==> src/rtl/inv_ps4_num_pkg.sv <==
// -----------------------------------------------------------------------------
// inv_ps4_num_pkg
//   Shared sizing for the 4-requester inverted-priority selector.
//   Cache users import this to size fetch_idx and related fields.
//
//   PS4_REQ_W : number of requesters (request vector width)
//   PS4_IDX_W : width of the binary index returned by the selector
//
//   ps4_onehot() expands a binary index into a one-hot vector. It is used
//   by the optional grant output (INV_PS4_NUM_GNT_EN).
// -----------------------------------------------------------------------------
package inv_ps4_num_pkg;

  localparam int PS4_REQ_W = 4;
  localparam int PS4_IDX_W = 2;

  typedef logic [PS4_REQ_W-1:0] ps4_req_t;
  typedef logic [PS4_IDX_W-1:0] ps4_idx_t;

  // Binary index -> one-hot, gated by a valid flag so "no request" maps to 0.
  function automatic ps4_req_t ps4_onehot(input ps4_idx_t idx, input logic valid);
    ps4_req_t oh;
    oh = '0;
    if (valid) begin
      oh[idx] = 1'b1;
    end
    return oh;
  endfunction

endpackage : inv_ps4_num_pkg

==> src/rtl/inv_ps2.sv <==
// -----------------------------------------------------------------------------
// inv_ps2
//   2-requester inverted-priority cell; bit 0 wins.
//
//   req [1:0] in  : request pair
//   idx       out : 1 only when req[1] is set and req[0] is clear
//   en        out : OR of the pair
//
//   idx is written as an AND so that a 1 on req[0] forces idx to 0 even when
//   req[1] is unknown, and so that an empty pair reports idx = 0. The root
//   instance relies on the latter: with no request at all, the high pair is
//   not selected and the overall index collapses to 0.
// -----------------------------------------------------------------------------
module inv_ps2 (
  input  logic [1:0] req,
  output logic       idx,
  output logic       en
);

  assign idx = ~req[0] & req[1];
  assign en  = req[0] | req[1];

endmodule : inv_ps2

==> src/rtl/inv_ps4_num.sv <==
// -----------------------------------------------------------------------------
// inv_ps4_num
//   4-requester inverted-priority selector: reports the index of the
//   lowest-numbered asserted request (req[0] highest priority). Used by the
//   instruction-cache prefetcher so the demand slot (0) beats prefetch slots.
//
//   clock      in  : system clock (registered copies update on rising edge)
//   reset      in  : asynchronous active-low reset, clears num_r / en_r only
//   req  [3:0] in  : request vector, bit i = requester i wants service
//   num  [1:0] out : combinational lowest-set-bit index (0 when req == 0)
//   en         out : combinational OR of req
//   num_r[1:0] out : num registered
//   en_r       out : en registered
//   gnt  [3:0] out : one-hot grant, present only when INV_PS4_NUM_GNT_EN
//                    is defined
//
//   Build option: define INV_PS4_NUM_GNT_EN to add the gnt port.
//
//   The selector is stateless with respect to requests: it never consumes or
//   clears them. Round-robin or consumption is the caller's job (mask req).
// -----------------------------------------------------------------------------
module inv_ps4_num
  import inv_ps4_num_pkg::*;
(
  input  logic                 clock,
  input  logic                 reset,
  input  logic [PS4_REQ_W-1:0] req,
  output logic [PS4_IDX_W-1:0] num,
  output logic                 en,
`ifdef INV_PS4_NUM_GNT_EN
  output logic [PS4_REQ_W-1:0] gnt,
`endif
  output logic [PS4_IDX_W-1:0] num_r,
  output logic                 en_r
);

  // Level 1: one cell per request pair. Index 0 = pair (0,1), 1 = pair (2,3).
  logic [1:0] pair_idx;
  logic [1:0] pair_en;

  genvar gi;
  generate
    for (gi = 0; gi < 2; gi++) begin : g_leaf
      inv_ps2 u_leaf (
        .req (req[2*gi+1:2*gi]),
        .idx (pair_idx[gi]),
        .en  (pair_en[gi])
      );
    end
  endgenerate

  // Level 2: the same cell arbitrates between the pair enables. Its idx is
  // the "high pair selected" bit, i.e. the MSB of the final index.
  logic hi_sel;
  logic root_en;

  inv_ps2 u_root (
    .req (pair_en),
    .idx (hi_sel),
    .en  (root_en)
  );

  // When hi_sel is 0 the low pair's local index is used; with req == 0 both
  // local indices are 0, giving num = 0.
  assign num = {hi_sel, (hi_sel ? pair_idx[1] : pair_idx[0])};
  assign en  = root_en;

`ifdef INV_PS4_NUM_GNT_EN
  assign gnt = ps4_onehot(num, en);

  // The grant can never name more than one requester.
  always_comb begin
    assert ($onehot0(gnt));
  end
`endif

  // Pipelined copy for downstream consumers. Reset deassertion is already
  // synchronised upstream, so a plain async clear is sufficient here.
  always_ff @(posedge clock or negedge reset) begin
    if (!reset) begin
      num_r <= '0;
      en_r  <= 1'b0;
    end else begin
      num_r <= num;
      en_r  <= en;
    end
  end

endmodule : inv_ps4_num

==> config.mk <==
export PLATFORM = sky130hd
export DESIGN_NAME = inv_ps4_num
export DESIGN_NICKNAME = d
export VERILOG_FILES = /design/src/rtl/inv_ps4_num_pkg.sv /design/src/rtl/inv_ps2.sv /design/src/rtl/inv_ps4_num.sv
export SDC_FILE = /design/constraint.sdc
export NUM_CORES = 1
export LEC_CHECK = 0
export CORE_AREA = 2 2 39 41
export CTS_CLUSTER_SIZE = 10
export DETAILED_ROUTE_END_ITERATION = 7
export DIE_AREA = 0 0 41 43
export PLACE_DENSITY = 0.34
export SETUP_SLACK_MARGIN = 0.05
export SLEW_MARGIN = 30
export SYNTH_ARGS = -nofsm -noshare
export SYNTH_HDL_FRONTEND = slang
export SYNTH_SLANG_ARGS = --single-unit
==> constraint.sdc <==
create_clock -name clock -period 0.8 [get_ports clock]
set_input_delay 0.12 -clock clock [delete_from_list [all_inputs] [get_ports clock]]
set_output_delay 0.12 -clock clock [all_outputs]
set_load 0.01 [all_outputs]
**Word-level counts from Yosys, hierarchy flattened**

Index checks and enable logic that the tools add are counted.

- Register bits after elaboration: 3
- Bits of input ports: 6
- Word-level logic and storage cells: 12

- Muxes and demuxes: 1
- Bitwise operators: 9

Operators by type and width:

| operator | number |
|---|---|
| $and A1 B1 Y1 | 3 |
| $not A1 Y1 | 3 |
| $or A1 B1 Y1 | 3 |
| $mux W1 | 1 |

**Longest topological paths before layout**

- Depth after elaboration: 4
- Mapped depth: 3
- Depth with buffers taken out: 2

**Cells and area by module**

A second synthesis with hierarchy kept.

- Cell total of the unflattened synthesis: 11
- Area total of the unflattened synthesis: 135.1 um2

By module, submodules not included:

| module | instances | cells each | area an instance (um2) | seq. area each (um2) |
|---|---|---|---|---|
| inv_ps4_num | 1 | 5 | 97.6 | 75.1 |
| inv_ps2 | 3 | 2 | 12.5 | 0.0 |

**Least setup slack after synthesis**

Ideal clock, no wire load.

- Path kind: input to output
- Start: input port req[1]
- End: output port num[1]
- Arrival time: 0.471 ns
- Setup slack: 0.209 ns
- Cell stages on the path: 2
- Buffers on the path: 1
- Cells stage by stage: nor3_1 -> buf_4

- Cells in the longest elaborated chain, start to end: 3

Ends and longest elaborated chain:

| what | RTL line | text |
|---|---|---|
| start, declared | inv_ps4_num.sv:27 | `input logic [PS4_REQ_W-1:0] req,` |
| $or A1 B1 Y1 | inv_ps2.sv:21 | `assign en = req[0] \| req[1];` |
| $not A1 Y1 | inv_ps2.sv:20 | `assign idx = ~req[0] & req[1];` |
| $and A1 B1 Y1 | inv_ps2.sv:20 |  |
| end, declared | inv_ps4_num.sv:28 | `output logic [PS4_IDX_W-1:0] num,` |

No other way between the ends.

**Worst setup path after layout**

- Start: register num_r[0]
- End: output port num_r[0]

RTL lines:

| what | RTL line | text |
|---|---|---|
| start, declared | inv_ps4_num.sv:33 | `output logic [PS4_IDX_W-1:0] num_r,` |
| start signal, assigned | inv_ps4_num.sv:84 | `num_r <= num;` |

No word-level cell between the ends.

==> results.yml <==
floorplan:
  die_w_um: 41
  start_util_pct: 8.499
  fp.dieH_um: 43
  die-area_um2: 1763
  io_pins: 12
  coreArea_um2: 1384
  num_rows: 14
worst_setup_path:
  crit_arrival_ns: 0.73
  crit_family: "flip-flops"
  critPathSlowestCell: "dfrtp_1"
  cpPeakStageDelay_ns: 0.37
  crit_type: "reg2out"
  critPathBufInv: 1
  crit_cells: 1
  cp-start-kind: "register"
  crit_required_ns: 0.68
  crit_start: "num_r[0]"
  worstPathCellList: "buf_6"
  cp-end-kind: "primary output"
  cp_max_fo: 1
synthesis:
  synth_edf_count: 0
  netlist_area_um2: 117.6
  synth-async-reset-ratio_pct: 100.0
  synth_ff_type: "dfrtp_1"
  synth_area_per_cell_um2: 10.69
  yosys-top-cells-area: "dfrtp_1 64%, a21oi_2 7.4%, buf_4 6.4%"
  synth.largest_area_cell: "dfrtp_1"
  synth_top_area_share_pct: 63.83
  synth.distinct_cells: 8
  ys_seq_area_share_pct: 63.83
  syn-num-nets: 17
  synth_commonest_cells: "3 x dfrtp_1, 2 x nor2_1"
  netlist_instances: 11
  ys_ff_latch: 3
  synth_warnings: 0
  yosysMostFrequentCell: "dfrtp_1"
sta:
  slew_headroom_pct: 89.75
  finalWorstSetupSlack_ns: -0.04518
  finalCriticalPeriod_ns: 0.8452
  finalHoldViolations: 0
  tightest_slew_ns: 0.1528
  fmax_ghz: 1.183
  setup_violations: 3
  slew_violations: 0
  rsz0062_at_grt: "true"
  fin_crit_sh_pct: 105.6
global_routing:
  grt_max_degree: 4
  grt_pass1_wl_um: 634
  antenna_found_initial: 0
  track_usage_pct: 6.552
  grt_pass1_vias: 169
  overflow: 0
placed_design:
  pre_cts_slack_ns: -0.7725
  post-place-cells: 38
  gp_congestion: 0.5992
  numPortBuffers: 11
drt:
  dr_wl_met2_um: 150
  drt-met1-wl_um: 172
  met3_length_um: 68
  drt_iter0_drc: 3
  wl_um: 413
  first_pass_iters: 4
  viasPerCell: 3.357
  drc: 0
  vias: 141
  ant_nets: 0
  top_layer_used: "met4"
  wl_per_cell_um: 9.833
power:
  p_per_area_nw_per_um2: 1845
  p_total_w: 0.0005264
  vdd_drop_max_uv: 363.9
  leakagePower_nw: 0.1328
clock_network:
  cts_root_buffer: "clkbuf_4"
  cts_max_level: 1
  cts_tree: "done"
  clockBufferDepth: 2
  numCtsBuffers: 3
  post_cts_buffers: 0
  clock_sinks: 3
  cts_hold_buf: 0
  clkTransAtPathRegs_ns: 0.04
cells_and_area:
  drive_above_1_share_pct: 69.23
  area_growth_pct: 142.6
  nets: 33
  antenna_cells: 0
  layout.cells.non_filler: 42
  fin_util_pct: 20.61
run_status:
  violations: "negative setup slack"
  status: "complete, but fails checks"
job:
  cap_violations: 0
worst_hold_path:
  whs_endpoint: "num_r[1]"
  hp-start: "req[0]"
  holdPathStages: 2
  hold_path_class: "in2reg"
[power by group]
part | internal [W] | switching, W
sequential | 0.000160 | 0.00000262
combinational | 0.0000546 | 0.0000407
clock | 0.000187 | 0.0000817
total | 0.000401 | 0.000125
[placed cells by master, fill, tap and decap left out, types with 2 or more instances in the layout]
cell | netlist | final
buf_6 | 0 | 5
buf_2 | 0 | 4
clkbuf_4 | 0 | 3
dfrtp_1 | 3 | 3
buf_4 | 1 | 2
[area by class of cell]
class	count	area, um2
fillers	153	1099
repair buffers	12	101.3
flip-flops and latches	3	75.07
multi-input cells	6	58.81
clock buffers	4	26.28
well taps	16	20.02
inverters	1	3.754
[logic make-up (layout without fill, tap and decap cells)]
| group | Yosys count | count (layout) | share of synthesized area (%) |
|---|---|---|---|
| compound gates | 1 | 1 | 7.448 |
| buf+inv | 2 | 17 | 9.574 |
| flops | 3 | 3 | 63.83 |
| simple gates | 5 | 5 | 19.15 |
[how the worst max path moves through the flow]
stage	endpoint	slack, ns
after floorplan	num[1]	0.21
after global placement	num[1]	-0.80
after detailed placement	num[1]	-0.77
after CTS	num_r[0]	-0.06
after global routing	num_r[0]	-0.08
final	num_r[0]	-0.05
[metrics by stage]
stage / hold slack [ns] / cell area, um2 / setup TNS [ns]
finish: 0.03734 / 285.3 / -0.1154
global route: 0.03706 / 285.3 / -0.2022
CTS: 0.03299 / 251.5 / -0.1599
detailed placement: 0.3140 / 247.7 / -3.062
global placement: 0.3131 / 247.7 / -3.196
floorplan: -0.1756 / 117.6 / 0
[flip-flops by register name, indices dropped and copies added, names as in the netlist]
| signal | flops |
|---|---|
| en_r | 1 |
| num_r | 2 |
[per-layer routing]
layer / vias to the layer above / track usage (%)
met4: 0 / 10.00
li1: 64 / -
met3: 4 / 3.665
met1: 59 / 6.515
met2: 14 / 7.187
met5: - / 0
[what timing repair did]
item,in CTS,in global routing
setup endpoints to repair,6,6
endpoints found under the hold margin,0,0
gates cloned,0,0
pin swaps,2,1
gates resized for setup,45,8
Power figures use the tool's default switching activity.
